`src/rtl/iir_channel_scheduler.sv`:
```
// iir_channel_scheduler
// Time-shares one IIR engine between the left and right audio channels.
// Samples are pulled round-robin from the two input FIFOs and pushed into
// the engine. A small tag FIFO records the channel of every sample in flight
// so each engine result can be steered back to its own output FIFO, strictly
// in issue order. Sample data passes through untouched.

module iir_channel_scheduler #(
    parameter int DATA_WIDTH   = 32,
    parameter int MAX_INFLIGHT = 4
) (
    input  logic                            clock,
    input  logic                            reset,
    input  logic [DATA_WIDTH-1:0]           l_dout,
    input  logic                            l_empty,
    output logic                            l_rd_en,
    input  logic [DATA_WIDTH-1:0]           r_dout,
    input  logic                            r_empty,
    output logic                            r_rd_en,
    output logic [DATA_WIDTH-1:0]           eng_din,
    output logic                            eng_wr_en,
    input  logic                            eng_full,
    input  logic [DATA_WIDTH-1:0]           eng_dout,
    input  logic                            eng_empty,
    output logic                            eng_rd_en,
    output logic [DATA_WIDTH-1:0]           lo_din,
    output logic                            lo_wr_en,
    input  logic                            lo_full,
    output logic [DATA_WIDTH-1:0]           ro_din,
    output logic                            ro_wr_en,
    input  logic                            ro_full,
    output logic [$clog2(MAX_INFLIGHT):0]   inflight,
    output logic                            tag_err
);

    localparam int PTR_W = $clog2(MAX_INFLIGHT);
    localparam logic [PTR_W:0] CREDITS = (PTR_W + 1)'(MAX_INFLIGHT);
    localparam logic [PTR_W:0] ONE     = (PTR_W + 1)'(1);

    // Round-robin preference: 0 = left preferred, 1 = right preferred
    logic             rr_ptr;
    // Tag FIFO pointers carry one extra wrap bit to tell full from empty
    logic [PTR_W:0]   tag_wr_ptr;
    logic [PTR_W:0]   tag_rd_ptr;
    // Channel of each in-flight sample: 0 = left, 1 = right
    logic             tag_mem [MAX_INFLIGHT];

    logic             can_issue;
    logic             grant_l;
    logic             grant_r;
    logic             issue;
    logic             tag_empty;
    logic             head_tag;
    logic             head_full;
    logic             retire;
    logic             orphan;

    // Issue arbitration and in-order retire steering, all same-cycle
    always_comb begin
        can_issue = 1'b0;
        grant_l   = 1'b0;
        grant_r   = 1'b0;
        issue     = 1'b0;
        tag_empty = (tag_wr_ptr == tag_rd_ptr);
        head_tag  = tag_mem[tag_rd_ptr[PTR_W-1:0]];
        head_full = head_tag ? ro_full : lo_full;
        retire    = 1'b0;
        orphan    = 1'b0;

        if (!reset) begin
            // Credit check uses the registered count only; a retire in the
            // same cycle does not free a slot until the next edge.
            can_issue = (inflight < CREDITS) && !eng_full;
            grant_l   = can_issue && !l_empty && (r_empty || !rr_ptr);
            grant_r   = can_issue && !r_empty && (l_empty ||  rr_ptr);
            issue     = grant_l || grant_r;
            // Head-of-line: a full output for the head tag stalls everything
            retire    = !eng_empty && !tag_empty && !head_full;
            orphan    = !eng_empty && tag_empty;
        end

        l_rd_en   = grant_l;
        r_rd_en   = grant_r;
        eng_wr_en = issue;
        eng_din   = grant_r ? r_dout : l_dout;
        eng_rd_en = retire;
        lo_wr_en  = retire && !head_tag;
        ro_wr_en  = retire &&  head_tag;
        lo_din    = eng_dout;
        ro_din    = eng_dout;
    end

    // Control state: arbitration pointer, credits, tag pointers, error flag
    always_ff @(posedge clock or posedge reset) begin
        if (reset) begin
            rr_ptr     <= 1'b0;
            inflight   <= '0;
            tag_wr_ptr <= '0;
            tag_rd_ptr <= '0;
            tag_err    <= 1'b0;
        end else begin
            if (issue) begin
                rr_ptr     <= grant_l;
                tag_wr_ptr <= tag_wr_ptr + ONE;
            end
            if (retire) begin
                tag_rd_ptr <= tag_rd_ptr + ONE;
            end
            if (issue && !retire) begin
                inflight <= inflight + ONE;
            end else if (!issue && retire) begin
                inflight <= inflight - ONE;
            end
            if (orphan) begin
                tag_err <= 1'b1;
            end
        end
    end

    // Tag storage: channel bit written at the issue slot, no reset needed
    always_ff @(posedge clock) begin
        if (issue) begin
            tag_mem[tag_wr_ptr[PTR_W-1:0]] <= grant_r;
        end
    end

endmodule

```
`config.mk`:
```
export PLATFORM = sky130hd
export DESIGN_NAME = iir_channel_scheduler
export DESIGN_NICKNAME = d
export VERILOG_FILES = /design/src/rtl/iir_channel_scheduler.sv
export SDC_FILE = /design/constraint.sdc
export NUM_CORES = 1
export LEC_CHECK = 0
export ABC_AREA = 0
export CELL_PAD_IN_SITES_DETAIL_PLACEMENT = 1
export CELL_PAD_IN_SITES_GLOBAL_PLACEMENT = 2
export CORE_AREA = 2 2 82 84
export DETAILED_ROUTE_END_ITERATION = 16
export DIE_AREA = 0 0 84 86
export DONT_BUFFER_PORTS = 1
export PLACE_DENSITY = 0.7
export SYNTH_ARGS = -nofsm -noshare
export SYNTH_HDL_FRONTEND = slang
export SYNTH_SLANG_ARGS = --single-unit
```
`constraint.sdc`:
```
create_clock -name clock -period 2.84 [get_ports clock]
set_input_delay 0.426 -clock clock [delete_from_list [all_inputs] [get_ports clock]]
set_output_delay 0.426 -clock clock [all_outputs]
set_load 0.01 [all_outputs]
```
==> metrics.csv <==
metric;value;unit
fin_crit_sh;0.9143;
worstPathRequired;2.98;ns
fp.dieW;84;µm
clk_pin_slew;0.07;ns
cts_root_buf;clkbuf_8;
dpl.cell_count;175;
setup_violations;0;
place_hpwl;3104;µm
use_met3;0.04042;
core;6277;µm²
post_cts_buffers;0;
fp.dieH;86;µm
clock-sinks;15;
grtUsageMet2;0.1651;
fmax;0.3851;GHz
swShare;0.3908;
yosys.area_share.simple;0.06051;
gp_congestion;0.7021;
die_area;7224;µm²
vias;830;
routed_wirelength;3528;µm
yosysUniqueCellTypes;25;
p_comb_frac;0.418;
maxCapViolCount;0;
syn_area;1654;µm²
fin_setup_tns;0;ns
cp.buffers_inverters;1;
synth_compound_area_frac;0.01664;
holdBufCountCts;0;
rows;29;
wire_per_inst;19.71;µm
pwr_density_cell;763.0;nW/µm²
ir_worst_vdd;278.3;µV
synth_fa_ha_area_frac;0.05749;
grt_antenna_before_repair;0;
grt-busiest-layer;met2;
crit_path_start_kind;flip-flop;
fin_hold_ws;0.06408;ns
skew;0.007050;ns
initial_utilization;0.2635;
grt_max_degree;35;
clock_latency;0.25;ns
stdcell_count;179;
final_nets;214;
yosysSeqAreaShare;0.2390;
io_buffers;0;
use_met1;0.09853;
syn_nets;274;
crit_type;flip-flop to flip-flop;
leakagePower;0.5092;nW
slowest_stage;mux4_2;
fin_ws;0.2435;ns
synth_top_family_by_area;buffers and inverters;
rsz0062_at_grt;no;
cts_repair_resize_count;0;
grt_pass1_wl;5278;µm
clockPowerShare;0.172;
ys_warn_count;0;
tightest_slew;0.5607;ns
drtAntennaViolNets;0;
synth_seq_cells;15;
status;complete, no violations;
crit_arrival;2.73;ns
routed_via_density;4.637;
muxShareOfSynthArea;0.2534;
drtIter0Drc;14;
cp_max_fo;6;
p_seq_frac;0.410;
dp_slack;0.2390;ns
h-tree-depth;1;
synth-xor-area-share;0.05295;
synth.avg_cell_area;10.15;µm²
min_period;2.597;ns
gr-usage-all-layers;0.09668;
io_pins;210;
cts_buffers;3;
path_cells;mux4_2, mux2i_1, nand3_2, ha_1, inv_1, fa_1, mux2_2;
p_int;0.0006141;W
finalHoldViolCount;0;
critPathMaxStageDelay;0.58;ns
cp_top_family;multiplexers;
p_sw;0.0003940;W
drc_errors;0;
drt-pass1-iter-count;4;
cts_buffer_depth;2;
end_kind;flip-flop;
grt_pass1_vias;947;
slew_headroom;0.6233;
total_power;0.001008;W
synthToLayoutAreaGrowth;-20.12;%
slew_viol_final;0;
syn_inst;163;
grt_overflow;0;
hold_class;input port to async pin;
num_antenna_cells;0;
cts_tree;yes;
drive_above_1_share;0.4216;
## layer usage
layer  up-vias  share of wire
li1        351              -
met2        88           0.53
met4         0          0.024
met1       385           0.32
met3         6           0.13
met5         -              0
## power groups by stage
stage | clock [W] | combinational [W] | sequential (W)
global route | 0.000197 | 0.000481 | 0.000430
detailed placement | 0 | 0.000429 | 0.000422
CTS | 0.000181 | 0.000433 | 0.000418
floorplan | 0 | 0.000451 | 0.000393
global placement | 0 | 0.000400 | 0.000414
finish | 0.000173 | 0.000421 | 0.000414
## stage by stage
stage            util  instance area, µm²
6_report       0.2105                1321
5_1_grt        0.2105                1321
4_1_cts        0.2105                1321
3_5_place_dp   0.2031                1275
3_3_place_gp   0.2031                1275
2_1_floorplan       -                1654
## cell usage in the layout, fill, tap and decap left out
cell      count
a21oi_1       1
clkinv_2      1
nand2_1       1
o21ai_0       1
nand4_1       1
xnor2_1       7
a41o_1        1
fa_1          1
edfxtp_1      4
clkbuf_8      3
o21bai_1      1
buf_12        1
and2_1        4
buf_4         1
inv_1         7
mux2_4        1
nor3_4        1
mux2_2       33
mux2i_1       1
dfrtp_1      11
nand3_2       1
mux4_2        1
nand3_1       1
nor3_1        1
or3_1         1
xor2_1        3
ha_1          6
nor2_1        6
## cell usage after synthesis, drive strengths merged
library cell	number	area [µm²]
o21ai	1	5.000
and2	4	25.02
a21oi	1	5.000
xnor2	7	61.31
nand4	1	6.260
edfxtp	4	120.1
xor2	3	26.28
nand2	1	3.750
or3	1	6.260
mux2i	1	10.01
nor3	2	21.27
a41o	1	10.01
dfrtp	11	275.3
mux4	1	22.52
o21bai	1	7.510
nor2	6	22.52
mux2	34	386.6
fa	1	20.02
inv	7	26.28
ha	6	75.07
buf	67	503.0
nand3	2	15.01
## flip-flops by register name (all words and copies together), names as in the netlist
name and cells:
tag_err 1, tag_rd_ptr 3, inflight 3, rr_ptr 1, tag_wr_ptr 3, tag_mem 4
## final timing paths
check,startpoint,end,slack [ns],depth (start not counted)
worst max-delay path,tag_rd_ptr[0],inflight[1],0.24,7
worst min-delay path,reset,rr_ptr,0.06,1
worst max register to register,tag_rd_ptr[0],inflight[1],0.24,7
worst min register to register,tag_rd_ptr[2],tag_rd_ptr[2],0.49,1
max in group asynchronous,reset,tag_wr_ptr[2],2.46,1
min in group clock,r_empty,tag_mem[1],0.39,1
## cell families (layout without fill, tap and decap cells)
family,Yosys count,count (layout)
AND/OR/NAND/NOR,17,17
flip-flops,15,15
XOR/XNOR,10,10
adder cells (fa/ha/maj),7,7
AO/OA/AOI/OAI,4,4
buffers and inverters,74,13
multiplexers,36,36
## area by class of cell
cell class	count	area [µm²]
clock buffers	3	41.29
clock inverters	1	5.005
fillers	721	4956
inverters	7	26.28
multi-input cells	74	729.5
flip-flops and latches	15	395.4
well taps	77	96.34
repair buffers	2	27.53
Note: power is estimated with default switching activity, not from simulation.
